===== config.mk =====
export PLATFORM = sky130hd
export DESIGN_NAME = i2s_mic_rx
export DESIGN_NICKNAME = d
export VERILOG_FILES = /design/src/rtl/audio_pkg.sv /design/src/rtl/i2s_clk_gen.sv /design/src/rtl/i2s_mic_rx.sv
export SDC_FILE = /design/constraint.sdc
export NUM_CORES = 1
export LEC_CHECK = 0
export BUFFER_PORTS_ARGS = -buffer_cell sky130_fd_sc_hd__buf_2
export CAP_MARGIN = 10
export CORE_ASPECT_RATIO = 0.6
export CORE_MARGIN = 2
export CORE_UTILIZATION = 30
export CTS_CLUSTER_DIAMETER = 50
export CTS_CLUSTER_SIZE = 24
export DETAILED_ROUTE_END_ITERATION = 8
export PLACE_DENSITY = 0.5
export SYNTH_ARGS = -nofsm -noshare
export SYNTH_HDL_FRONTEND = slang
export SYNTH_SLANG_ARGS = --single-unit

===== constraint.sdc =====
create_clock -name clk -period 2 [get_ports clk]
set_clock_uncertainty 0.2 [all_clocks]
set_input_delay 0.3 -clock clk [delete_from_list [all_inputs] [get_ports clk]]
set_output_delay 0.3 -clock clk [all_outputs]
set_load 0.01 [all_outputs]

===== src/rtl/audio_pkg.sv =====
// Shared constants and types for the I2S microphone receiver.
package audio_pkg;

    localparam logic MODE_STD   = 1'b0;
    localparam logic MODE_ULTRA = 1'b1;

    localparam logic WS_LEFT  = 1'b0;
    localparam logic WS_RIGHT = 1'b1;

    localparam int HALF_STD_DEF    = 6;
    localparam int HALF_ULTRA_DEF  = 3;
    localparam int SLOT_BITS_DEF   = 32;
    localparam int SAMPLE_BITS_DEF = 24;

    typedef enum logic {
        ST_IDLE = 1'b0,
        ST_RUN  = 1'b1
    } i2s_state_e;

endpackage


===== src/rtl/i2s_clk_gen.sv =====
// SCK/WS generator: divides clk into the bit clock, counts bits within a
// stereo frame and flags the rising/falling SCK edges for the capture logic.
module i2s_clk_gen
    import audio_pkg::*;
#(
    parameter int SLOT_BITS  = SLOT_BITS_DEF,
    parameter int HALF_STD   = HALF_STD_DEF,
    parameter int HALF_ULTRA = HALF_ULTRA_DEF,
    parameter int BIT_W      = $clog2(2 * SLOT_BITS)
) (
    input  logic             clk_i,
    input  logic             reset_i,
    input  logic             enable_i,
    input  logic             mode_i,
    output logic             sck_o,
    output logic             ws_o,
    output logic             rise_evt_o,
    output logic             fall_evt_o,
    output logic             frame_start_o,
    output logic [BIT_W-1:0] bit_cnt_o
);

    localparam int HALF_MAX = (HALF_STD > HALF_ULTRA) ? HALF_STD : HALF_ULTRA;
    localparam int DIV_W    = $clog2(HALF_MAX + 1);
    localparam logic [BIT_W-1:0] BIT_LAST = BIT_W'(2 * SLOT_BITS - 1);
    localparam logic [BIT_W-1:0] SLOT_LIM = BIT_W'(SLOT_BITS);

    i2s_state_e       state_q, state_d;
    logic [DIV_W-1:0] div_q, div_d, div_last;
    logic [BIT_W-1:0] bit_q, bit_d, bit_nxt;
    logic             sck_q, sck_d;
    logic             ws_q, ws_d;
    logic             half_sel_q, half_sel_d;

    assign div_last = (half_sel_q == MODE_ULTRA) ? DIV_W'(HALF_ULTRA - 1)
                                                 : DIV_W'(HALF_STD - 1);
    assign bit_nxt  = (bit_q == BIT_LAST) ? '0 : bit_q + 1'b1;

    always_comb begin
        state_d       = state_q;
        div_d         = div_q;
        bit_d         = bit_q;
        sck_d         = sck_q;
        ws_d          = ws_q;
        half_sel_d    = half_sel_q;
        rise_evt_o    = 1'b0;
        fall_evt_o    = 1'b0;
        frame_start_o = 1'b0;
        case (state_q)
            ST_IDLE: begin
                div_d = '0;
                bit_d = '0;
                sck_d = 1'b0;
                ws_d  = WS_LEFT;
                if (enable_i) begin
                    state_d    = ST_RUN;
                    half_sel_d = mode_i;
                end
            end
            ST_RUN: begin
                if (!enable_i) begin
                    // Partial frame is abandoned; the next run restarts at bit 0.
                    state_d = ST_IDLE;
                    div_d   = '0;
                    bit_d   = '0;
                    sck_d   = 1'b0;
                    ws_d    = WS_LEFT;
                end else if (div_q == div_last) begin
                    div_d = '0;
                    sck_d = ~sck_q;
                    if (!sck_q) begin
                        rise_evt_o = 1'b1;
                    end else begin
                        fall_evt_o = 1'b1;
                        bit_d      = bit_nxt;
                        ws_d       = (bit_nxt >= SLOT_LIM) ? WS_RIGHT : WS_LEFT;
                        if (bit_q == BIT_LAST) begin
                            // Speed changes only land on whole frames.
                            frame_start_o = 1'b1;
                            half_sel_d    = mode_i;
                        end
                    end
                end else begin
                    div_d = div_q + 1'b1;
                end
            end
            default: state_d = ST_IDLE;
        endcase
    end

    always_ff @(posedge clk_i) begin
        if (reset_i) begin
            state_q    <= ST_IDLE;
            div_q      <= '0;
            bit_q      <= '0;
            sck_q      <= 1'b0;
            ws_q       <= WS_LEFT;
            half_sel_q <= MODE_STD;
        end else begin
            state_q    <= state_d;
            div_q      <= div_d;
            bit_q      <= bit_d;
            sck_q      <= sck_d;
            ws_q       <= ws_d;
            half_sel_q <= half_sel_d;
        end
    end

    assign sck_o     = sck_q;
    assign ws_o      = ws_q;
    assign bit_cnt_o = bit_q;

endmodule


===== src/rtl/i2s_mic_rx.sv =====
// I2S master receiver for MEMS microphones: drives SCK/WS, deserialises the
// left/right slots and hands out one stereo frame per valid/ready handshake.
module i2s_mic_rx
    import audio_pkg::*;
#(
    parameter int SLOT_BITS   = SLOT_BITS_DEF,
    parameter int SAMPLE_BITS = SAMPLE_BITS_DEF,
    parameter int CHANNELS    = 2,
    parameter int HALF_STD    = HALF_STD_DEF,
    parameter int HALF_ULTRA  = HALF_ULTRA_DEF
) (
    input  logic                   clk,
    input  logic                   reset,
    input  logic                   enable,
    input  logic                   mode,
    input  logic                   sd,
    output logic                   sck,
    output logic                   ws,
    output logic [SAMPLE_BITS-1:0] left_data,
    output logic [SAMPLE_BITS-1:0] right_data,
    output logic                   valid,
    input  logic                   ready,
    output logic                   overrun,
    input  logic                   clear_overrun
);

    localparam int BIT_W = $clog2(2 * SLOT_BITS);
    localparam logic [BIT_W-1:0] SLOT_LIM = BIT_W'(SLOT_BITS);
    localparam logic [BIT_W-1:0] POS_LAST = BIT_W'(SAMPLE_BITS);
    localparam logic LAST_SLOT = (CHANNELS == 2) ? WS_RIGHT : WS_LEFT;

    logic             rise_evt, fall_evt, frame_start;
    logic [BIT_W-1:0] bit_cnt, pos;
    logic             slot_r, cap_en, done, ovr_set;

    logic [CHANNELS-1:0][SAMPLE_BITS-1:0] sh_q, sh_d;
    logic [SAMPLE_BITS-1:0] left_q, left_d, right_q, right_d;
    logic                   valid_q, valid_d, ovr_q, ovr_d;

    i2s_clk_gen #(
        .SLOT_BITS  (SLOT_BITS),
        .HALF_STD   (HALF_STD),
        .HALF_ULTRA (HALF_ULTRA),
        .BIT_W      (BIT_W)
    ) u_clk_gen (
        .clk_i         (clk),
        .reset_i       (reset),
        .enable_i      (enable),
        .mode_i        (mode),
        .sck_o         (sck),
        .ws_o          (ws),
        .rise_evt_o    (rise_evt),
        .fall_evt_o    (fall_evt),
        .frame_start_o (frame_start),
        .bit_cnt_o     (bit_cnt)
    );

    // Slot position; position 0 is the I2S delay bit and is never captured.
    assign slot_r = (bit_cnt >= SLOT_LIM);
    assign pos    = slot_r ? bit_cnt - SLOT_LIM : bit_cnt;
    assign cap_en = rise_evt && (pos != '0) && (pos <= POS_LAST);
    assign done   = cap_en && (pos == POS_LAST) && (slot_r == LAST_SLOT);

    always_comb begin
        sh_d = sh_q;
        for (int c = 0; c < CHANNELS; c++) begin
            if (fall_evt && frame_start) begin
                sh_d[c] = '0;
            end else if (cap_en && (slot_r == (c == 1))) begin
                sh_d[c] = SAMPLE_BITS'({sh_q[c], sd});
            end
        end
    end

    always_comb begin
        valid_d = valid_q;
        left_d  = left_q;
        right_d = right_q;
        ovr_set = 1'b0;
        if (done) begin
            if (!valid_q || ready) begin
                valid_d = 1'b1;
                left_d  = sh_d[0];
                right_d = (CHANNELS == 2) ? sh_d[CHANNELS-1] : '0;
            end else begin
                ovr_set = 1'b1;
            end
        end else if (valid_q && ready) begin
            valid_d = 1'b0;
        end
        if (ovr_set) begin
            ovr_d = 1'b1;
        end else if (clear_overrun) begin
            ovr_d = 1'b0;
        end else begin
            ovr_d = ovr_q;
        end
    end

    always_ff @(posedge clk) begin
        if (reset) begin
            sh_q    <= '0;
            left_q  <= '0;
            right_q <= '0;
            valid_q <= 1'b0;
            ovr_q   <= 1'b0;
        end else begin
            sh_q    <= sh_d;
            left_q  <= left_d;
            right_q <= right_d;
            valid_q <= valid_d;
            ovr_q   <= ovr_d;
        end
    end

    assign left_data  = left_q;
    assign right_data = right_q;
    assign valid      = valid_q;
    assign overrun    = ovr_q;

endmodule

==> results.py, run 1 <==
metrics = {
    "sta": {
        "postLayoutSetupSlackWorst_ns": 0.07678,
        "finalSetupViolCount": 0,
        "tightest_slew_ns": 0.5042,
        "fin_crit_sh_pct": 96.16,
        "period_minus_slack_ns": 1.923,
        "max_freq_ghz": 0.5200,
        "hold_viol_final": 0,
        "rsz0062_at_grt": "true",
        "slew_violations": 0,
        "maxSlewHeadroom_pct": 66.35,
    },
    "clocking": {
        "root_buffer": "clkbuf_16",
        "insertion_delay_ns": 0.34,
        "cts_buffers": 9,
        "cts_sinks": 110,
        "path_clk_slew_ns": 0.07,
        "ctsHtreeMaxLevel": 3,
        "clockBufferDepth": 2,
        "cts_tree": "built",
    },
    "setup_path": {
        "cp-end-kind": "register",
        "crit-reg2reg-capture": "sh_q[38]",
        "critPathLaunchType": "register",
        "critPathKind": "register to register",
        "crit_arrival_ns": 1.99,
        "crit_path_max_fanout": 23,
        "r2r-start": "u_clk_gen.bit_cnt_o[0]",
        "rrSetupSlack_ns": 0.08,
        "reg2reg_depth": 7,
        "critPathRequiredTime_ns": 2.07,
    },
    "finish": {
        "nNetsFinal": 534,
        "nFillCells": 1505,
        "final_util_pct": 37.74,
        "n_antenna_cell": 0,
        "multi_input_area_um2": 2003,
        "drive_gt1_share_pct": 23.82,
        "fin_cells": 727,
        "seqCellArea_um2": 2206,
        "fin_area_um2": 5426,
        "synthToLayoutAreaGrowth_pct": 24.20,
    },
    "global_route": {
        "grt_max_degree": 48,
        "antenna_found_initial": 0,
        "grt_pass1_wl_um": 18890,
        "grt.total_usage_pct": 14.77,
        "grt_pass1_vias": 3647,
        "grt-ovfl-total": 0,
    },
    "placement": {
        "dp_cells": 708,
        "pre_cts_ws_ns": -0.004773,
        "numPortBuffers": 58,
        "place_area_um2": 5032,
        "globalplace.congestion": 0.7581,
        "hpwl_um": 7100,
    },
    "route": {
        "ant_nets": 0,
        "via_per_inst": 5.100,
        "drc": 0,
        "num_vias": 3708,
        "post_drt_wl_per_cell_um": 15.82,
        "drtIter0Drc": 193,
        "firstDrtPassIters": 5,
        "wirelength_um": 11500,
    },
    "floorplanning": {
        "die_w_um": 159.8,
        "coreArea_um2": 14380,
        "design.die.area_um2": 15580,
        "ioPinCount": 59,
        "chipHeight_um": 97.48,
        "start_util_pct": 30.39,
        "num_rows": 34,
    },
    "yosys": {
        "yosysMostFrequentCell": "dfxtp_1",
        "netlist_instances": 474,
        "seq_area_frac_synth_pct": 50.40,
        "yosysTopAreaCell": "dfxtp_1",
        "synthArstFlopShare_pct": 0,
        "yosysTopAreaCellShare_pct": 50.40,
        "synthDistinctLibCells": 44,
        "synth_commonest_cells": "dfxtp_1 (110), nand3_1 (99), a21oi_1 (56), o2bb2ai_1 (48), o21ai_1 (43)",
        "synth.yosys.warnings": 0,
        "synth_seq_cells": 110,
        "synth_nets": 484,
        "syn_area_per_cell_um2": 9.218,
        "synth-main-ff-cell": "dfxtp_1",
        "syn_area_um2": 4369,
        "synth.top_cells.by_area": "dfxtp_1 (50%), nand3_1 (11%), o2bb2ai_1 (9.6%)",
        "synth_edf_count": 0,
    },
    "pwr": {
        "power_density_nw_per_um2": 762.2,
        "finalPower_uw": 4136,
        "peakVddDrop_uv": 452.6,
        "leakage_uw": 0.001859,
    },
    "worst_hold_path": {
        "hp-start": "mode",
        "hold_path_depth": 3,
        "worstHoldPathType": "input port to register",
        "hold_path_end": "u_clk_gen.half_sel_q",
    },
    "flow_run": {
        "drv_cap": 0,
    },
    "run_status": {
        "status": "completed",
    },
}
-- per-layer routing --
metal	track usage, %	share of wire (%)	vias up
li1	-	-	1858
met1	21.96	54	1765
met2	20.65	41	81
met3	4.567	4.7	4
met4	3.396	0.46	0
met5	0	0	-
-- state kept, by name (all words and copies together), names as in the netlist --
signal                count
left_data                24
overrun                   1
sh_q                     47
u_clk_gen.half_sel_q      1
u_clk_gen.div_q           3
right_data               24
u_clk_gen.sck_o           1
valid                     1
u_clk_gen.state_q         1
u_clk_gen.ws_o            1
u_clk_gen.bit_cnt_o       6
-- placed cells by master, fill, tap and decap left out, types with 2 or more instances in the layout --
cell / count
a211o_1: 3
a21oi_1: 55
buf_12: 9
buf_2: 58
buf_4: 19
clkbuf_16: 10
clkbuf_8: 2
dfxtp_1: 107
dfxtp_2: 3
ha_1: 2
inv_1: 5
nand2_1: 9
nand2b_1: 3
nand3_1: 99
nand4bb_4: 2
nor2_1: 4
nor2b_1: 3
nor3_1: 3
o211ai_1: 2
o21ai_0: 5
o21ai_1: 43
o21ai_2: 3
o2bb2ai_1: 47
or3_1: 3
xor2_1: 2
-- cell families (layout without fill, tap and decap cells) --
group | after synthesis | after routing | share of synthesized area, %
buf+inv | 54 | 109 | 5.555
simple gates | 136 | 136 | 17.30
compound gates | 168 | 168 | 25.29
flops | 110 | 110 | 50.40
xor+xnor | 3 | 3 | 0.6015
fa+ha+maj | 3 | 3 | 0.8592
-- metrics by stage --
stage / TNS [ns] / hold WS, ns
after floorplan: 0 / 0.1691
after global placement: 0 / 0.2408
after detailed placement: -0.004773 / 0.2409
after CTS: 0 / 0.01235
after global routing: -0.6218 / 0.03232
final: 0 / 0.02509
-- worst max path at each step --
stage          cells after the start  slack [ns]                    to                    from
6_report                           7        0.08              sh_q[38]  u_clk_gen.bit_cnt_o[0]
5_1_grt                            8       -0.04        right_data[21]  u_clk_gen.bit_cnt_o[1]
4_1_cts                            8        0.05          left_data[6]  u_clk_gen.bit_cnt_o[0]
3_5_place_dp                       5      -0.005  u_clk_gen.half_sel_q      u_clk_gen.div_q[1]
3_3_place_gp                       5        0.01  u_clk_gen.half_sel_q      u_clk_gen.div_q[1]
2_1_floorplan                      7        0.07          left_data[0]         u_clk_gen.sck_o
-- worst max-delay path, cell delays in order, from the launching register on --
cell and delay, ns:
dfxtp_1 0.31, inv_1 0.06, ha_2 0.20, or4b_1 0.51, o211ai_2 0.13, buf_12 0.19
o21ai_1 0.07, a21oi_1 0.17
-- cell type report --
cell class / count / share of cell area, %
Clock buffer: 12 / 4.727
Inverter: 6 / 0.4150
Clock inverter: 4 / 0.9684
Multi-Input combinational cell: 310 / 36.91
Timing Repair Buffer: 87 / 11.76
Tap cell: 198 / 4.565
Sequential cell: 110 / 40.65
-- timing repair --
action / CTS / global route
pin swaps: 0 / 2
setup buffers: 0 / 2
endpoints found under the setup margin: 1 / 87
cloned: 0 / 1
gates resized for setup: 1 / 12
hold buffers: 0 / 0
-- power breakdown --
part	switching [uW]	internal (uW)
Combinational	64.9	34.4
Sequential	4.06	2190
Clock	796	1050
Total	865	3270
Note: power is estimated with default switching activity, not from simulation.
==> run 2: changes to the inputs <==
--- a/config.mk
+++ b/config.mk
@@ -13,7 +13,7 @@
 export CTS_CLUSTER_DIAMETER = 50
 export CTS_CLUSTER_SIZE = 24
 export DETAILED_ROUTE_END_ITERATION = 8
-export PLACE_DENSITY = 0.5
+export PLACE_DENSITY = 0.48
 export SYNTH_ARGS = -nofsm -noshare
 export SYNTH_HDL_FRONTEND = slang
 export SYNTH_SLANG_ARGS = --single-unit
==> constraint.sdc (replaced) <==
create_clock -name clk -period 1.81 [get_ports clk]
set_clock_uncertainty 0.2 [all_clocks]
set_input_delay 0.2715 -clock clk [delete_from_list [all_inputs] [get_ports clk]]
set_output_delay 0.2715 -clock clk [all_outputs]
set_load 0.01 [all_outputs]
==> run 2 against run 1 <==
Effect of this change: the run now ends with negative setup slack left; largest cell class unchanged; power up 15%; combinational power increased by 52%; highest routed layer unchanged; design area grew 12%; first-iteration DRC count rose by 45%; routed wire length grew 16%.
==> results.py, run 2 (synthesized netlist as in run 1, its figures left out) <==
metrics = {
    "run_status": {
        "status": "finished, violations left",
        "violations": "negative setup slack",
    },
    "sta": {
        "tightest_slew_ns": 0.5202,
        "rsz0062_at_grt": "true",
        "postLayoutSetupSlackWorst_ns": -0.1341,
        "hold_viol_final": 0,
        "fin_crit_sh_pct": 107.4,
        "finalSetupViolCount": 95,
        "period_minus_slack_ns": 1.944,
        "maxSlewHeadroom_pct": 65.22,
        "slew_violations": 0,
        "max_freq_ghz": 0.5144,
    },
    "route": {
        "drc": 0,
        "post_drt_wl_per_cell_um": 17.48,
        "via_per_inst": 5.214,
        "drtIter0Drc": 279,
        "firstDrtPassIters": 5,
        "wirelength_um": 13320,
        "ant_nets": 0,
        "num_vias": 3973,
    },
    "floorplanning": {
        "coreArea_um2": 14380,
        "ioPinCount": 59,
        "num_rows": 34,
        "chipHeight_um": 97.48,
        "start_util_pct": 30.39,
        "die_w_um": 159.8,
        "design.die.area_um2": 15580,
    },
    "global_route": {
        "grt_max_degree": 48,
        "grt.total_usage_pct": 15.40,
        "grt_pass1_wl_um": 19500,
        "grt_pass1_vias": 3583,
        "grt-ovfl-total": 0,
        "antenna_found_initial": 0,
    },
    "finish": {
        "largest_register": "sh_q",
        "drive_gt1_share_pct": 33.33,
        "final_cell_mix": "dfxtp_1 (101), nand3_1 (98), buf_2 (58)",
        "largest_reg_flops": 47,
        "layout_commonest_cell": "dfxtp_1",
        "nNetsFinal": 569,
        "n_antenna_cell": 0,
        "nFillCells": 1444,
        "synthToLayoutAreaGrowth_pct": 38.63,
    },
    "placement": {
        "pre_cts_ws_ns": -0.1371,
        "globalplace.congestion": 0.7346,
        "numPortBuffers": 58,
        "hpwl_um": 7088,
    },
    "clocking": {
        "root_buffer": "clkbuf_16",
        "clockBufferDepth": 2,
        "cts_sinks": 110,
        "cts_buffers": 9,
        "cts_tree": "built",
        "insertion_delay_ns": 0.35,
        "ctsHtreeMaxLevel": 3,
        "path_clk_slew_ns": 0.07,
    },
    "setup_path": {
        "crit_path_max_fanout": 6,
        "critPathKind": "register to register",
        "crit_arrival_ns": 2.02,
        "cp-end-kind": "register",
        "critPathRequiredTime_ns": 1.89,
        "critPathLaunchType": "register",
    },
    "pwr": {
        "leakage_uw": 0.002141,
        "peakVddDrop_uv": 402.7,
        "finalPower_uw": 4759,
        "power_density_nw_per_um2": 785.7,
    },
    "worst_hold_path": {
        "worstHoldPathType": "input port to register",
    },
    "flow_run": {
        "drv_cap": 0,
    },
}
run 2: timing repair:
action / CTS / global route
resized for setup: 36 / 30
buffers inserted: 4 / 5
pin swaps: 4 / 30
gates cloned: 4 / 10
hold endpoints to repair: 2 / 0
hold buffers: 2 / 0
endpoints found under the setup margin: 98 / 100
run 2: where the power goes:
| part | internal [uW] | leakage (uW) | switching [uW] | total (uW) |
|---|---|---|---|---|
| clock network | 1290 | 0.000166 | 895 | 2180 |
| logic | 63.8 | 0.00108 | 87.0 | 151 |
| registers | 2420 | 0.000891 | 3.83 | 2420 |
run 2: area by class of cell:
type | instances | area [um2] | share of cell area, %
Clock buffer | 11 | 252.7 | 4.173
Sequential cell | 110 | 2216 | 36.58
Inverter | 6 | 22.52 | 0.3718
Multi-Input combinational cell | 312 | 2171 | 35.84
Timing Repair Buffer | 120 | 1069 | 17.64
Tap cell | 198 | 247.7 | 4.090
Clock inverter | 5 | 78.83 | 1.301
run 2: metal layers:
metal | wire (um) | global-route usage (%) | share of wire (%) | vias up
met4 | 30 | 2.703 | 0.23 | 0
met3 | 614 | 3.500 | 4.6 | 4
met2 | 5624 | 21.65 | 42 | 104
met5 | 0 | 0 | 0 | -
met1 | 7054 | 23.88 | 53 | 1931
li1 | - | - | - | 1934
run 2: path summary, 6_finish.rpt:
check,startpoint,endpoint,slack [ns],cells after the start
max reg2reg,u_clk_gen.bit_cnt_o[1],sh_q[27],-0.13,7
min,sd,sh_q[0],0.02,3
max,u_clk_gen.bit_cnt_o[1],sh_q[27],-0.13,7
min reg2reg,u_clk_gen.ws_o,u_clk_gen.ws_o,0.26,2
run 2: worst max-delay path: stages, from the launching register on:
cell,delay (ns)
dfxtp_2,0.32
inv_2,0.06
ha_4,0.18
or4b_4,0.52
o211ai_4,0.19
clkbuf_16,0.22
o21ai_2,0.05
a21oi_1,0.13
run 2: metrics by stage:
stage	instance area, um2	std cells	util (%)	setup TNS, ns	hold WS [ns]
2_1_floorplan	4442	474	-	-0.4468	0.1332
3_3_place_gp	5144	721	35.77	-7.919	0.2436
3_5_place_dp	5144	721	35.77	-9.617	0.2418
4_1_cts	5722	747	39.79	-5.041	0.01406
5_1_grt	6057	762	42.13	-14.70	0.03812
6_report	6057	762	42.13	-8.318	0.02188
